### src/rtl/access_code_checker_lockout_timer.sv
// Down-counter for the lockout window: load a start value, count down to
// zero while enabled, and flag when zero has been reached.
module lockout_timer #(
  parameter int W = 10
) (
  input  logic         clock,
  input  logic         reset,
  input  logic         load,
  input  logic [W-1:0] load_value,
  input  logic         enable,
  output logic         done
);

  logic [W-1:0] count_reg;

  // Load has priority over counting; the counter parks at zero.
  always_ff @(posedge clock) begin
    if (reset) begin
      count_reg <= '0;
    end else if (load) begin
      count_reg <= load_value;
    end else if (enable && (count_reg != '0)) begin
      count_reg <= count_reg - W'(1);
    end
  end

  assign done = (count_reg == '0);

endmodule

### config.mk
export PLATFORM = sky130hd
export DESIGN_NAME = lockout_timer
export DESIGN_NICKNAME = d
export VERILOG_FILES = /design/src/rtl/access_code_checker_lockout_timer.sv
export SDC_FILE = /design/constraint.sdc
export NUM_CORES = 1
export LEC_CHECK = 0
export BUFFER_PORTS_ARGS = -buffer_cell sky130_fd_sc_hd__buf_4
export CORE_AREA = 10 10 49 51
export CTS_BUF_LIST = sky130_fd_sc_hd__clkbuf_4 sky130_fd_sc_hd__clkbuf_8 sky130_fd_sc_hd__clkbuf_16
export CTS_CLUSTER_SIZE = 14
export DETAILED_ROUTE_END_ITERATION = 7
export DIE_AREA = 0 0 59 61
export PLACE_DENSITY = 0.65
export SYNTH_ARGS = -nofsm -noshare
export SYNTH_HDL_FRONTEND = slang
export SYNTH_SLANG_ARGS = --single-unit
### constraint.sdc
create_clock -name clock -period 1.75 [get_ports clock]
set_clock_uncertainty 0.2 [all_clocks]
set_input_delay 0.35 -clock clock [delete_from_list [all_inputs] [get_ports clock]]
set_output_delay 0.35 -clock clock [all_outputs]
set_load 0.02 [all_outputs]
## Yosys cells after proc, flatten, opt, wreduce, memory -nomap -nowiden

Index checks and enable logic that the tools add are counted.

- $add $sub $neg: 1
- Reductions and logical operators: 4
- Muxes and demuxes: 2

Operator list:

| operator | count |
|---|---|
| 2-to-1 mux 10 bit | 2 |
| logical NOT 10 bit | 1 |
| nonzero test 10 bit | 1 |
| subtractor 10 x 1 -> 10 bit (second input constant) | 1 |
| nonzero test 2 bit | 1 |
| logical AND 1 bit | 1 |

- Input port bits: 14
- Register bits: 10
- Word-level logic and storage cells: 8
- Output and inout port bits: 1

## Logic depth before layout (Yosys ltp)

- Depth after elaboration: 4
- Gate-level depth with buffers: 6
- Gate-level depth less buffers: 6

## Worst setup path before layout

Ideal clock, no wire load.

- Kind: reg-to-reg
- From: reg count_reg[0]
- To: reg count_reg[5]
- Setup slack: -0.385 ns
- Stages on the path, launching flop included: 7
- Setup time: 0.088 ns
- Period minus slack after synthesis: 2.135 ns
- Required time: 1.462 ns
- Path buffers: 0
- Data arrival time: 1.847 ns
- Cells stage by stage: dfxtp_1 -> inv_1 -> ha_1 -> or4b_4 -> nor3_2 -> o21ai_1 -> a311oi_2

- Longest elaborated chain between the ends: 3
- Elaborated cells between the ends (all ways): 6
- Those cells by class: add/sub (1); mux (2); reduce/logical (3)

RTL lines:

| element | RTL line | RTL |
|---|---|---|
| start, declared | 14 | `logic [W-1:0] count_reg;` |
| start signal, assigned | 21 | `count_reg <= load_value;` |
| start signal, assigned | 23 | `count_reg <= count_reg - W'(1);` |
| subtractor 10 x 1 -> 10 bit or nonzero test 10 bit (tied branches) | 23, 22 |  |
| 2-to-1 mux 10 bit or logical AND 1 bit (tied branches) | 22 | `end else if (enable && (count_reg != '0)) begin` |
| 2-to-1 mux 10 bit or nonzero test 2 bit (tied branches) | n/a |  |

Several ways; a longest one is shown, not always the timed one. The select of a mux whose other input is x is not followed.
A chain may end at the register's enable or synchronous reset.

## Worst setup path after layout

- From: reg count_reg[1]
- To: out done

- Longest elaborated chain between the ends: 1

RTL lines:

| element | RTL line | RTL |
|---|---|---|
| logical NOT 10 bit | 27 | `assign done = (count_reg == '0);` |
| end, declared | 11 | `output logic done` |

No other way between the ends.

==> reports/metrics.csv <==
stage,metric,value,unit
run_status,outcome,"complete, but fails checks",
run_status,failing checks,setup timing,
synth,Synth area leaders,"dfxtp_1 (32%), nor2_1 (4.8%), inv_1 (4.2%), a221oi_1 (4.2%), a21oi_1 (4.0%)",
floorplan,Site Rows,14,
global_route,gr ovfl total,0,
synth,Yosys cell types,33,
pwr,clock share of power,0.285,
detailed_routing,via count,700,
worst_hold_path,worst min path class,primary input to register,
setup_path,crit path max fanout,2,
timing,Final setup viols,7,
placement,# placed instances,116,
global_route,largest net degree at the start of global routing,13,
floorplan,die area,0.003599,sq mm
worst_hold_path,hold-critical path depth,3,
synth,Synthesis Warnings,0,
setup_path,Critical Path Slowest Stage Cell,or4b_4,
setup_path,CP arrival,1.60,ns
timing,final worst setup slack,-0.3955,ns
clocking,CTS tree,built,
final_layout,n_diodes,0,
timing,Hold Fails Final Rpt,0,
pwr,Cell Int Power,0.0005287,W
timing,worst hold slack,0.1387,ns
detailed_routing,final wirelength,2017,um
synth,share of the synthesized area in the top cell type,0.3194,
placement,Area after DPL,889.6,sq um
job,Max Cap Viol,0,
synth,Synth Flop Type,dfxtp_1,
detailed_routing,drc violations,0,
setup_path,"reg-to-reg slack, setup",-0.29,ns
final_layout,footprint of the multi-input gates,479.2,sq um
clocking,clk sink count,10,
pwr,power density over the cells,724.8,mW/mm^2
detailed_routing,vias per cell,5.600,
global_route,total track usage,0.1290,
global_route,initial antenna violation count,0,
synth,Mean Syn Cell Area,8.706,sq um
floorplan,Die Width,59,um
clocking,TritonCTS buffer count,3,
setup_path,R2R cell count,8,
pwr,Sequential Power Share,0.344,
placement,port bufs,14,
setup_path,CP cell instances,"inv_2, ha_4, or4b_4, nor3_4, buf_6",
placement,hpwl dp,1383,um
synth,Post-synth EDFFs,0,
final_layout,"non-filler cells, final",125,
synth,Yosys top cell by area,dfxtp_1,
synth,sequential fraction of the synthesis area,0.3194,
setup_path,crit-path leading delay family,simple AND/OR/NAND/NOR gates,
worst_hold_path,Hold Crit Endpoint,count_reg[3],
clocking,clock tree root driver cell,clkbuf_4,
floorplan,Starting Density,0.4260,
setup_path,CP endpoint kind,output port,
clocking,clk_lat worst skew,0.27,ns
floorplan,Core Region,0.001471,sq mm
pwr,Tot Pwr,0.0007581,W
clocking,H-tree level count,1,
timing,Slew headroom,0.8057,
final_layout,FF+latch area,202.7,sq um
timing,minimum clock period,2.146,ns
global_route,first-pass GRT wire length,3546,um
floorplan,top-level I/O count,15,
setup_path,Crit path largest cell delay,0.49,ns
timing,RSZ-0062 raised after global routing,true,
final_layout,Filler cells,120,
detailed_routing,First DRT Iteration DRCs,7,
setup_path,startpoint types,register,
final_layout,share of layout cells above drive strength 1,0.5872,
final_layout,Layout Nets,125,
final_layout,max reg flops,10,
placement,routability cong.,0.7881,
detailed_routing,Routed Antenna Nets,0,
final_layout,P&R area growth vs syn,66.87,%
pwr,Leak,0.4455,nW
synth,Async SR Flop Fraction,0,
timing,fmax,0.4661,GHz
synth,cell area after synthesis,626.9,sq um
pwr,VDD IR max,0.4237,mV
pwr,Sw Share,0.3026,
timing,Setup TNS,-1.598,ns
setup_path,Crit path buffers/inverters,2,
worst_hold_path,hold path start,load_value[3],
synth,Mapped Cells,72,
global_route,number of global-route vias before repair,774,
setup_path,reg-to-reg startpoint,count_reg[1],
detailed_routing,drt first pass iters,4,
detailed_routing,wire length per cell,16.14,um
pwr,Switching Power,0.0002294,W
final_layout,post-route cell area,0.001046,sq mm
pwr,Logic pwr share,0.370,
setup_path,reg-to-reg endpoint,count_reg[1],
timing,final-report max-slew violation count,0,
floorplan,die height,61,um
clocking,clk slew on worst S/H paths,0.08,ns
clocking,CTS Buffer Depth,2,
setup_path,WS Path Type,register to output port,
synth,syn_nets,87,
synth,Yosys reg bits,10,
timing,Least-Margin Pin Slew,0.2902,ns
setup_path,WP data required,1.20,ns
timing,Final Cycle Share,1.226,
-- layout make-up --
class / count / share of cell area
repair buffers: 36 / 0.2691
flip-flops and latches: 10 / 0.1938
multi-input cells: 52 / 0.4581
inverters: 7 / 0.02512
clock buffers: 4 / 0.03469
well taps: 16 / 0.01914
-- cells in the mapped netlist, types with 2 or more instances --
cell type  number
inv_1           7
mux2i_1         2
or3_1           3
clkbuf_1        3
nor3_1          2
a211oi_1        2
dfxtp_1        10
nand2_1         3
a21oi_1         5
nand3_1         2
nor2_1          8
a221oi_1        3
o31a_2          2
-- placed cells by master (no fill, tap or decap), types with 2 or more instances in the layout --
cell type / Yosys / layout
nor3_1: 2 / 2
nand2_1: 3 / 3
clkbuf_4: 0 / 3
or3_4: 0 / 2
dfxtp_2: 0 / 2
o31a_2: 2 / 2
buf_4: 0 / 33
or4_4: 1 / 2
buf_6: 0 / 3
a21oi_1: 5 / 4
a221oi_2: 0 / 2
inv_2: 0 / 2
nor2_1: 8 / 8
mux2i_1: 2 / 2
dfxtp_1: 10 / 8
a211oi_1: 2 / 2
nand3_1: 2 / 2
inv_1: 7 / 5
-- power by group through the flow --
stage               logic, W  clock network [W]  registers [W]
floorplan           0.000118                  0       0.000273
global placement    0.000219                  0       0.000266
detailed placement  0.000224                  0       0.000266
CTS                 0.000271           0.000220       0.000261
global route        0.000305           0.000232       0.000263
finish              0.000281           0.000216       0.000261
-- cells by family (layout without fill, tap and decap cells) --
group | Yosys count | in the layout | synth area share
AOI/OAI and AO/OA | 20 | 20 | 0.2734
muxes | 2 | 2 | 0.03194
DFF | 10 | 10 | 0.3194
and+or+nand+nor | 28 | 28 | 0.2815
buffers and inverters | 10 | 47 | 0.05989
adders and majority gates | 1 | 1 | 0.01996
xor gates and xnor gates | 1 | 1 | 0.01397
-- worst max-delay path by stage --
stage,startpoint,to,slack (ns),cells past startpoint
6_report,count_reg[1],done,-0.40,5
5_1_grt,count_reg[1],done,-0.45,5
4_1_cts,count_reg[1],done,-0.36,5
3_5_place_dp,count_reg[0],done,-0.19,5
3_3_place_gp,count_reg[0],done,-0.16,5
2_1_floorplan,count_reg[0],count_reg[5],-0.21,6
-- per-stage QoR --
stage | utilization | setup WS [ns]
3_5_place_dp | 0.6046 | -0.1937
2_1_floorplan | - | -0.2077
3_3_place_gp | 0.6046 | -0.1636
4_1_cts | 0.7032 | -0.3647
5_1_grt | 0.7109 | -0.4458
6_report | 0.7109 | -0.3955
-- metal layers --
metal | GRT usage | up-vias | wire (um)
li1 | - | 345 | -
met2 | 0.2297 | 15 | 1053
met3 | 0.03967 | 8 | 73
met1 | 0.1256 | 332 | 810
met5 | 0 | - | 0
met4 | 0.08852 | 0 | 79
-- worst reg2reg max path: stages, from the launching register on --
cell,delay (ns)
dfxtp_2,0.33
inv_2,0.06
ha_4,0.13
or4b_4,0.49
buf_6,0.14
o31ai_4,0.25
buf_4,0.16
or4_4,0.10
o211ai_1,0.07
-- timing repair --
item | CTS | global route
buffers inserted | 5 | 4
hold buffers | 0 | 0
setup endpoints to repair | 9 | 11
resized for setup | 12 | 4
pin swaps | 8 | 8
No activity file was read; power rests on OpenSTA's default activity.
